[config.mk]
export PLATFORM = sky130hd
export DESIGN_NAME = adc_bcd_conv
export DESIGN_NICKNAME = d
export VERILOG_FILES = /design/src/rtl/adc_bcd_conv.sv
export SDC_FILE = /design/constraint.sdc
export NUM_CORES = 1
export LEC_CHECK = 0
export ABC_AREA = 1
export ABC_CLOCK_PERIOD_IN_PS = 1900
export CORE_MARGIN = 2
export CORE_UTILIZATION = 50
export CTS_BUF_LIST = sky130_fd_sc_hd__clkbuf_8
export DETAILED_ROUTE_END_ITERATION = 12
export PLACE_DENSITY = 0.71
export SLEW_MARGIN = 30
export SYNTH_ARGS = -nofsm -noshare
export SYNTH_HDL_FRONTEND = slang
export SYNTH_SLANG_ARGS = --single-unit
[constraint.sdc]
create_clock -name clk -period 1.9 [get_ports clk]
set_input_delay 0.38 -clock clk [delete_from_list [all_inputs] [get_ports clk]]
set_output_delay 0.38 -clock clk [all_outputs]
set_load 0.01 [all_outputs]
[src/rtl/adc_bcd_conv.sv]
// Averages 2^AVG_LOG2 unsigned ADC codes and converts the mean to four packed BCD digits with serial double-dabble.
// Result appears IN_W+1 edges after the final accepted sample; in_ready drops for the whole conversion and in_valid is ignored meanwhile.
module adc_bcd_conv #(
    parameter int IN_W     = 12,
    parameter int AVG_LOG2 = 4
) (
    input  logic            clk,
    input  logic            rst,
    input  logic            in_valid,
    input  logic [IN_W-1:0] in_data,
    output logic            in_ready,
    output logic [15:0]     bcd_out,
    output logic            bcd_valid,
    output logic            busy
);

    localparam int SUM_W = IN_W + AVG_LOG2;
    localparam int CNT_W = AVG_LOG2 + 1;
    localparam logic [CNT_W-1:0] LAST_CNT = CNT_W'((1 << AVG_LOG2) - 1);
    localparam logic [3:0]       LAST_IT  = 4'(IN_W - 1);

    typedef enum logic [1:0] {
        ACCUM = 2'd0,
        CONV  = 2'd1,
        DONE  = 2'd2
    } state_t;

    state_t           r_state;
    state_t           w_state_next;
    logic [SUM_W-1:0] r_sum;
    logic [CNT_W-1:0] r_cnt;
    logic [IN_W-1:0]  r_bin;
    logic [15:0]      r_bcd;
    logic [3:0]       r_iter;
    logic [15:0]      r_bcd_out;
    logic             r_bcd_valid;

    logic             w_accept;
    logic             w_last;
    logic [SUM_W-1:0] w_sum_next;
    logic [IN_W-1:0]  w_avg;
    logic [15:0]      w_bcd_adj;
    logic [15:0]      w_bcd_shift;

    assign in_ready   = (r_state == ACCUM);
    assign busy       = (r_state != ACCUM);
    assign bcd_out    = r_bcd_out;
    assign bcd_valid  = r_bcd_valid;

    assign w_accept   = in_valid && (r_state == ACCUM);
    assign w_last     = (r_cnt == LAST_CNT);
    assign w_sum_next = r_sum + SUM_W'(in_data);
    // Upper IN_W bits of the running sum are the floor of the mean.
    assign w_avg      = w_sum_next[SUM_W-1:AVG_LOG2];

    always_comb begin
        w_bcd_adj = r_bcd;
        for (int i = 0; i < 4; i++) begin
            if (r_bcd[4*i +: 4] >= 4'd5) begin
                w_bcd_adj[4*i +: 4] = r_bcd[4*i +: 4] + 4'd3;
            end
        end
        w_bcd_shift = {w_bcd_adj[14:0], r_bin[IN_W-1]};
    end

    always_ff @(posedge clk) begin
        if (rst) begin
            r_state <= ACCUM;
        end else begin
            r_state <= w_state_next;
        end
    end

    always_comb begin
        w_state_next = r_state;
        case (r_state)
            ACCUM:   if (w_accept && w_last) w_state_next = CONV;
            CONV:    if (r_iter == LAST_IT)  w_state_next = DONE;
            DONE:    w_state_next = ACCUM;
            default: w_state_next = ACCUM;
        endcase
    end

    always_ff @(posedge clk) begin
        if (rst) begin
            r_sum       <= '0;
            r_cnt       <= '0;
            r_bin       <= '0;
            r_bcd       <= '0;
            r_iter      <= '0;
            r_bcd_out   <= '0;
            r_bcd_valid <= 1'b0;
        end else begin
            r_bcd_valid <= 1'b0;
            case (r_state)
                ACCUM: begin
                    if (w_accept) begin
                        if (w_last) begin
                            r_bin  <= w_avg;
                            r_bcd  <= '0;
                            r_iter <= '0;
                        end else begin
                            r_sum <= w_sum_next;
                            r_cnt <= r_cnt + CNT_W'(1);
                        end
                    end
                end
                CONV: begin
                    r_bcd  <= w_bcd_shift;
                    r_bin  <= r_bin << 1;
                    r_iter <= r_iter + 4'd1;
                end
                DONE: begin
                    // Only the finished work register ever reaches the display.
                    r_bcd_out   <= r_bcd;
                    r_bcd_valid <= 1'b1;
                    r_sum       <= '0;
                    r_cnt       <= '0;
                end
                default: ;
            endcase
        end
    end

endmodule

## Word-level counts from Yosys, hierarchy flattened

Index checks and enable logic that the tools add are counted.

- Flip-flop bits (word level): 72
- Latch bits: 0
- Bits in writable memories: 0
- ROM bits: 0
- Input port bits: 15
- Output and inout port bits: 19
- Word-level logic and storage cells: 60
- Memories: 0

- Add/subtract/negate cells: 7
- Multipliers: 0
- Div/mod/pow operators: 0
- $lt $le $gt $ge: 4
- Eq/ne operators: 9
- Shift operators: 0
- Muxes and demuxes: 23
- Bitwise gates (word level): 0
- Reductions and logical operators: 9

Operators with widths:

| operator | number |
|---|---|
| $mux W16 | 4 |
| $pmux W16 S2 | 2 |
| $mux W12 | 2 |
| $pmux W12 S2 | 1 |
| $mux W4 | 5 |
| $add A16 B12 Y16 | 1 |
| $ge A4 B3 Y1 const B | 4 |
| $add A4 B2 Y4 const B | 3 |
| $mux W5 | 2 |
| $pmux W5 S2 | 1 |
| $pmux W4 S2 | 1 |
| $ne A2 B1 Y1 const B | 3 |
| $reduce_and A3 Y1 | 2 |
| $reduce_bool A2 Y1 | 3 |
| $add A5 B1 Y5 const B | 1 |
| $eq A5 B4 Y1 const B | 1 |
| $add A4 B1 Y4 const B | 1 |
| $eq A4 B4 Y1 const B | 1 |
| $mux W2 | 2 |
| $ne A2 B2 Y1 const B | 2 |
| $pmux W2 S2 | 1 |
| $add A3 B2 Y3 const B | 1 |
| $mux W3 | 1 |
| $eq A2 B1 Y1 const B | 1 |
| other kinds (5) | 6 |

## Logic depth before layout (Yosys ltp)

Gate-level depths: netlist of the first run.

- Word-level depth: 5
- Mapped depth: 12

## Least setup slack after synthesis of the first run

OpenSTA, ideal clock, no wires.

- Kind: input-to-reg
- Start point: input port in_data[0]
- End point: register r_bin[8]
- Data arrival time: 1.552 ns
- Data required time: 1.770 ns
- Path slack: 0.217 ns
- Stages: 11
- Cells stage by stage: ha_1 > inv_1 > fa_1 > inv_1 > nand3_1 > nand3_1 > nand3_1 > nand3_1 > nand2_1 > nand3_1 > o211ai_1

- Longest elaborated chain between the ends: 4

RTL lines:

| element | line | text |
|---|---|---|
| start: declaration | 10 | `input logic [IN_W-1:0] in_data,` |
| $add A16 B12 Y16 | 52 | `assign w_sum_next = r_sum + SUM_W'(in_data);` |
| $mux W12 | 98 | `if (w_last) begin` |
| $mux W12 | 97 | `if (w_accept) begin` |
| $pmux W12 S2 | 95 | `case (r_state)` |
| end signal: assignment | 99 | `r_bin <= w_avg;` |
| end signal: assignment | 110 | `r_bin <= r_bin << 1;` |
| end: declaration | 32 | `logic [IN_W-1:0] r_bin;` |

No other way between the ends. The select of a mux whose other input is x is not followed.
A chain may end at the register's enable or synchronous reset.

## Final worst setup path of the first run

Same ends and word-level chain as after synthesis.

==> results of run 1 <==
## cells in the final DEF (no fill, tap or decap), drive strengths merged
master           n
clkbuf          10
inv             95
nor4             1
clkinv           2
nand3b           2
dfxtp           72
nand3           58
a21oi           28
nand2          119
o211ai           1
o32ai           12
clkinvlp         2
fa               1
o22ai           15
a22o             1
nand4            5
a211oi           2
nor3            10
clkdlybuf4s50   33
and2             3
nor2            49
bufinv           1
buf             32
ha              23
or2              2
xor2            10
o21ai           23
## registers in the layout (all words and copies together), names as in the netlist
name / cells
r_bin: 12
bcd_out: 16
r_bcd: 16
r_sum: 16
r_iter: 4
bcd_valid: 1
r_cnt: 5
r_state: 2
## metrics by stage
stage	std cells	instance area [sq um]	power (uW)	setup slack [ps]	hold slack (ps)
detailed placement	697	4530	2130	-370	461
CTS	713	4740	3380	0.932	472
floorplan	545	3900	1930	217	444
global route	714	4830	3540	-38.2	493
global placement	697	4530	2120	-332	456
finish	714	4830	3380	79.6	471
## critical path: stages
cell                              delay (ps)
sky130_fd_sc_hd__clkdlybuf4s50_1         470
sky130_fd_sc_hd__ha_2                    170
sky130_fd_sc_hd__inv_1                    50
sky130_fd_sc_hd__fa_2                    330
sky130_fd_sc_hd__inv_2                    90
sky130_fd_sc_hd__nand3_2                  90
sky130_fd_sc_hd__nand3_4                 110
sky130_fd_sc_hd__nand3_2                  70
sky130_fd_sc_hd__nand3_1                  80
sky130_fd_sc_hd__nand2_1                  70
sky130_fd_sc_hd__nand3_1                  80
sky130_fd_sc_hd__o211ai_1                 80
## synthesized netlist by cell type, drive strengths merged
cell type	n
xor2	10
nor3	10
nor2	48
buf	10
nand4	5
and2	3
fa	1
o211ai	1
a211oi	2
inv	94
nor4	1
ha	23
nand2	119
nand3b	2
a22o	1
o32ai	12
o22ai	15
nand3	58
a21oi	28
dfxtp	72
o21ai	23
or2	2
clkbuf	5
## metal layers
layer,routed length (um),vias to the layer above,track usage
met3,386,8,0.0293
met4,97,0,0.0821
met1,4260,1670,0.286
met5,0,-,0
li1,-,1908,-
met2,4250,71,0.387
## path summary, 6_finish.rpt
| path | from | to | slack, ps | cells past startpoint |
|---|---|---|---|---|
| setup reg to reg | r_cnt[0] | r_bin[1] | 140 | 9 |
| setup / recovery | in_data[0] | r_bin[8] | 80 | 12 |
| hold reg to reg | r_sum[6] | r_sum[6] | 470 | 2 |
| hold / removal | r_sum[6] | r_sum[6] | 470 | 2 |
## where the power goes
part           switching [uW]  total, uW  internal, uW
sequential               22.6       1560          1540
combinational             316        565           249
clock                     606       1250           646
total                     945       3380          2440
## cells by family (layout without fill, tap and decap cells)
logic type / count (synthesis) / in the layout / synth area share
AOI/OAI and AO/OA: 82 / 82 / 0.128
xor gates and xnor gates: 10 / 10 / 0.0225
adders and majority gates: 24 / 24 / 0.0790
buffers and inverters: 109 / 175 / 0.114
DFF: 72 / 72 / 0.370
and+or+nand+nor: 248 / 249 / 0.286
## cell type report
| class | instances | area share |
|---|---|---|
| Clock buffer | 10 | 0.0285 |
| Tap cell | 102 | 0.0264 |
| Sequential cell | 72 | 0.299 |
| Multi-Input combinational cell | 365 | 0.436 |
| Inverter | 94 | 0.0735 |
| Clock inverter | 6 | 0.0140 |
| Timing Repair Buffer | 65 | 0.123 |
## what timing repair did
action | in CTS | in global routing
endpoints found under the hold margin | 0 | 0
pin swaps | 0 | 4
cloned | 0 | 1
buffers inserted | 0 | 0
setup endpoints to repair | 1 | 40
resized for setup | 1 | 22
==> out/summary.md, run 1 <==
## Run status
- complete, no violations — status

## STA
- 1820 ps — min cycle time layout
- 0.758 — Worst slew margin
- 549 MHz — achievable frequency
- yes — unrepaired setup endpoints after global routing
- 0.958 — portion of the clock cycle consumed by the worst path in the final layout
- 362 ps — Slew @ Worst Pin
- 0 — endpoints failing setup
- 0 ps — Total Neg Setup Slack
- 0 — hold violation total from the final report
- 0 — final slew viol count
- 6.51 ps — Setup Skew

## Finish
- 0 — count of antenna diodes in the layout
- 0.00211 sq mm — footprint of the multi-input gates
- 0.632 — final core utilization
- 695 — fill count
- 0.00144 sq mm — total area of sequential cells
- 646 — Final #Nets
- 0.145 — fraction of final layout cells with drive strength greater than 1
- 24.0% — Layout Area Growth over Synthesis

## Clocking
- 80 ps — clock-pin slew on the worst setup and hold paths
- 3 — number of levels in the clock H-tree
- 72 — total number of clock tree sinks
- 2 — number of buffers between clock root and the deepest sink
- 9 — clock buffer count from CTS
- sky130_fd_sc_hd__clkbuf_8 — clock root buffer
- 350 ps — Clock Latency Late Sink
- yes — clock tree from TritonCTS
- 0 — hold_buf cts

## Pwr
- 0.00199 uW — total leakage power
- 700 mW/mm^2 — power density relative to cell area
- 0.000462 V — peak supply drop

## Synthesis
- 0 — total number of yosys warnings
- 0.370 — top-area cell type share of the netlist area
- 72 — synthesis-stage register bit count
- sky130_fd_sc_hd__dfxtp_1, sky130_fd_sc_hd__nand2_1, sky130_fd_sc_hd__inv_1 — synth top area cells
- 0.00390 sq mm — combined area of all synthesized cells
- 545 — Gate Count Post-Synth
- sky130_fd_sc_hd__dfxtp_1 — Yosys top cell by area
- 34 — post-synthesis cell type count
- 7.15 sq um — mean post-synth cell area
- 584 — synthesized netlist net count
- 0.370 — sequential cell area fraction in the yosys report

## Route
- 0 — DRT antenna net count
- 5.12 — DR vias/cell
- 12.6 um — detailed-route wire length per cell
- 188 — number of DRC markers after the initial detailed-route iteration
- 5 — first-pass detailed-route iteration total
- 8.99 mm — wire length reported by the detailed router
- 3657 — Vias
- 0 — post-route DRC violation count

## Global route
- 15.5 mm — global-route wire length before repair
- 3558 — number of global-route vias before repair
- 0 — initial antenna violation count
- 0.224 — total routing resource utilization after global routing
- 31 — maximum number of pins on one net before global-route repair
- 0 — Congestion Overflow GR

## Die
- 92.3 um — die height
- 0.00852 sq mm — Die Outline Area
- 32 — Core Rows
- 0.510 — effective utilization at floorplan
- 34 — # IOs
- 0.00765 sq mm — Core Box Area
- 92.3 um — die extent in x

## Worst setup path
- in -> reg — critical path class
- 2050 ps — arrival time at the worst endpoint
- 2130 ps — Data required, critical path
- flop — Crit. End Element
- input port — type of origin of the critical path
- 4 — crit path max fanout

## Worst hold path
- reg -> reg — worst hold-check path type

## Job
- 0 — # Max-Cap Violations

## Placed design
- 33 — number of port buffers
- 6.48 mm — DP HPWL
- 0.887 — RePlAce Congestion

No activity file was read; power rests on OpenSTA's default activity.
==> run 2, diff against run 1 <==
--- a/config.mk
+++ b/config.mk
@@ -7,11 +7,15 @@
 export LEC_CHECK = 0
 export ABC_AREA = 1
 export ABC_CLOCK_PERIOD_IN_PS = 1900
+export CELL_PAD_IN_SITES_DETAIL_PLACEMENT = 0
+export CELL_PAD_IN_SITES_GLOBAL_PLACEMENT = 1
 export CORE_MARGIN = 2
-export CORE_UTILIZATION = 50
+export CORE_UTILIZATION = 44
 export CTS_BUF_LIST = sky130_fd_sc_hd__clkbuf_8
 export DETAILED_ROUTE_END_ITERATION = 12
-export PLACE_DENSITY = 0.71
+export GPL_TIMING_DRIVEN = 0
+export PLACE_DENSITY_LB_ADDON = 0.1
+export RECOVER_POWER = 100
 export SLEW_MARGIN = 30
 export SYNTH_ARGS = -nofsm -noshare
 export SYNTH_HDL_FRONTEND = slang
==> run 2 against run 1 <==
Critical path depth unchanged. Via count decreased by 2.8%. Global-route usage decreased by 2.8 points. Sequential power about the same. Total power decreased by 2.0%. Sequential share of layout area increased by 0.65 points. Utilization decreased by 8.4 points. Combinational power decreased by 12%. Final area decreased by 2.1%.
==> out/summary.md, run 2 (synthesis gave the netlist of run 1 again) <==
## Worst setup path
- flop — Crit. End Element
- sky130_fd_sc_hd__clkdlybuf4s50_1 — cell with the largest stage delay on the worst path
- 2110 ps — Data required, critical path, -20 ps
- 2020 ps — arrival time at the worst endpoint, -30 ps
- buffers and inverters — category of cells accounting for the largest share of critical-path delay
- sky130_fd_sc_hd__nand2_1 — crit-path most repeated cell
- 4 — crit path max fanout, unchanged
- 4 — buffers and inverters on the worst path, +1
- in -> reg — critical path class
- input port — type of origin of the critical path
- 12 — number of cells traversed by the worst register-to-register path, +3
- clkdlybuf4s50_1 -> inv_2 -> fa_2 -> inv_2 -> buf_4 -> nand2_1 -> nand3_2 -> nand2_1 -> nand2_1 -> nand2_1 -> nand3_1 -> a21oi_1 — cells traversed along the worst timing path
- 500 ps — peak per-stage delay on the critical path, +30 ps
- 12 — WP depth, unchanged

## Route
- 4 — first-pass detailed-route iteration total, -1
- 5.01 — DR vias/cell, -2.2%
- 3553 — Vias, -2.8%
- 9.26 mm — wire length reported by the detailed router, +3.0%
- 0 — post-route DRC violation count, unchanged
- 0 — DRT antenna net count, unchanged
- 13.1 um — detailed-route wire length per cell, +3.8%
- 117 — number of DRC markers after the initial detailed-route iteration, -38%

## Finish
- 21.3% — Layout Area Growth over Synthesis
- 635 — Final #Nets, -1.7%
- 876 — fill count, +26%
- 0.128 — fraction of final layout cells with drive strength greater than 1, -0.0173
- 0 — count of antenna diodes in the layout, unchanged
- sky130_fd_sc_hd__nand2_1, sky130_fd_sc_hd__inv_1, sky130_fd_sc_hd__dfxtp_1, sky130_fd_sc_hd__nand3_1, sky130_fd_sc_hd__nor2_1 — commonest non-fill, non-tap cells in the layout
- sky130_fd_sc_hd__nand2_1 — leading cell type in the layout, fill and taps excluded

## STA
- 0.953 — portion of the clock cycle consumed by the worst path in the final layout, -0.00524
- 1810 ps — min cycle time layout, -9.95 ps
- 0 — hold violation total from the final report, unchanged
- 552 MHz — achievable frequency, +0.55%
- no — unrepaired setup endpoints after global routing
- 559 ps — Slew @ Worst Pin, +197 ps
- 396 ps — WHS, -75.7 ps
- 0 — final slew viol count, unchanged
- 0.627 — Worst slew margin, -0.131
- 0 — endpoints failing setup, unchanged
- 4.79 ps — Setup Skew, -1.73 ps

## Placed design
- 0.875 — RePlAce Congestion, -1.4%
- 6.86 mm — DP HPWL, +5.9%
- 32 — number of port buffers, -3.0%

## Die
- 34 — Core Rows, +6.3%
- 98.1 um — die height, +6.3%
- 34 — # IOs, unchanged
- 0.00864 sq mm — Core Box Area, +13%
- 0.00963 sq mm — Die Outline Area, +13%
- 0.451 — effective utilization at floorplan, -0.0583
- 98.1 um — die extent in x, +6.3%

## Global route
- 3244 — number of global-route vias before repair, -8.8%
- 0 — Congestion Overflow GR, unchanged
- 0 — initial antenna violation count, unchanged
- 13 — maximum number of pins on one net before global-route repair, -58%
- 0.195 — total routing resource utilization after global routing, -0.0285
- 15.2 mm — global-route wire length before repair, -1.9%

## Clocking
- yes — clock tree from TritonCTS
- 9 — clock buffer count from CTS, unchanged
- 80 ps — clock-pin slew on the worst setup and hold paths, about the same
- 72 — total number of clock tree sinks, unchanged
- 340 ps — Clock Latency Late Sink, about the same
- 0 — hold_buf cts, unchanged
- 2 — number of buffers between clock root and the deepest sink, unchanged
- 3 — number of levels in the clock H-tree, unchanged
- sky130_fd_sc_hd__clkbuf_8 — clock root buffer

## Worst hold path
- 2 — cell depth of the worst min-delay path, unchanged
- in -> reg — worst hold-check path type

## Pwr
- 3310 uW — total power draw, -2.0%
- 701 mW/mm^2 — power density relative to cell area, about the same
- 0.000452 V — peak supply drop, -2.0%
- 0.00199 uW — total leakage power, -0.23%

## Run status
- complete, no violations — status

## Job
- 0 — # Max-Cap Violations, unchanged

run 2: changes by cell type in the layout (fill, tap and decap cells not counted), moves of 3 or more:
cell                              previous run  this run
sky130_fd_sc_hd__buf_4                      30         8
sky130_fd_sc_hd__dlygate4sd3_1               0        17
sky130_fd_sc_hd__clkdlybuf4s50_1            33        13
sky130_fd_sc_hd__ha_2                        1         4
sky130_fd_sc_hd__ha_1                       22        17
sky130_fd_sc_hd__buf_6                       0         4
sky130_fd_sc_hd__clkbuf_1                    0         5
sky130_fd_sc_hd__buf_2                       0         3
run 2: worst paths after layout:
path	startpoint	end	slack (ps)
worst min register to register	bcd_out[2]	bcd_out[2]	480
worst max-delay path	in_data[1]	r_sum[14]	90
worst min-delay path	rst	r_sum[3]	400
worst max register to register	r_sum[0]	r_sum[14]	140
run 2: cell type report:
| cell class | instances | area [sq um] | share of cell area |
|---|---|---|---|
| Clock inverter | 5 | 55.1 | 0.0116 |
| Multi-Input combinational cell | 365 | 2110 | 0.447 |
| Buffer | 15 | 101 | 0.0214 |
| Timing Repair Buffer | 39 | 374 | 0.0791 |
| Clock buffer | 11 | 151 | 0.0320 |
| Tap cell | 108 | 135 | 0.0286 |
| Inverter | 94 | 355 | 0.0751 |
| Sequential cell | 72 | 1440 | 0.305 |
run 2: worst reg2reg max path: stages, from the launching register on:
cell                      delay [ps]
sky130_fd_sc_hd__dfxtp_1         340
sky130_fd_sc_hd__ha_2            190
sky130_fd_sc_hd__inv_2            40
sky130_fd_sc_hd__fa_2            340
sky130_fd_sc_hd__inv_2            90
sky130_fd_sc_hd__buf_4           110
sky130_fd_sc_hd__nand2_1          60
sky130_fd_sc_hd__nand3_2         110
sky130_fd_sc_hd__nand2_1          80
sky130_fd_sc_hd__nand2_1          70
sky130_fd_sc_hd__nand2_1          80
sky130_fd_sc_hd__nand3_1          80
sky130_fd_sc_hd__a21oi_1          60
run 2: metal layers:
layer  GRT usage  wire, um  vias up
li1            -         -     1875
met1       0.281      4700     1615
met2       0.305      4140       54
met3      0.0387       335        9
met4      0.0417        78        0
met5           0         0        -
run 2: power by group:
group	total [uW]	internal, uW	switching, uW
clock	1250	673	573
sequential	1570	1540	26.2
combinational	498	196	301
run 2: timing repair:
action / 4_1_cts / 5_1_grt
gates cloned: 1 / 0
endpoints found under the setup margin: 22 / 41
pin swaps: 2 / 11
buffers inserted: 0 / 7
resized for setup: 11 / 27
run 2: per-stage QoR:
step | TNS (ps) | std cells | util | worst slack [ps] | cell area (sq um)
floorplan | 0 | 545 | - | 217 | 3900
global placement | -7400 | 685 | 0.504 | -497 | 4350
detailed placement | -7900 | 685 | 0.504 | -505 | 4350
CTS | -5.67 | 702 | 0.532 | -5.67 | 4600
global route | 0 | 709 | 0.548 | 6.91 | 4730
finish | 0 | 709 | 0.548 | 89.5 | 4730
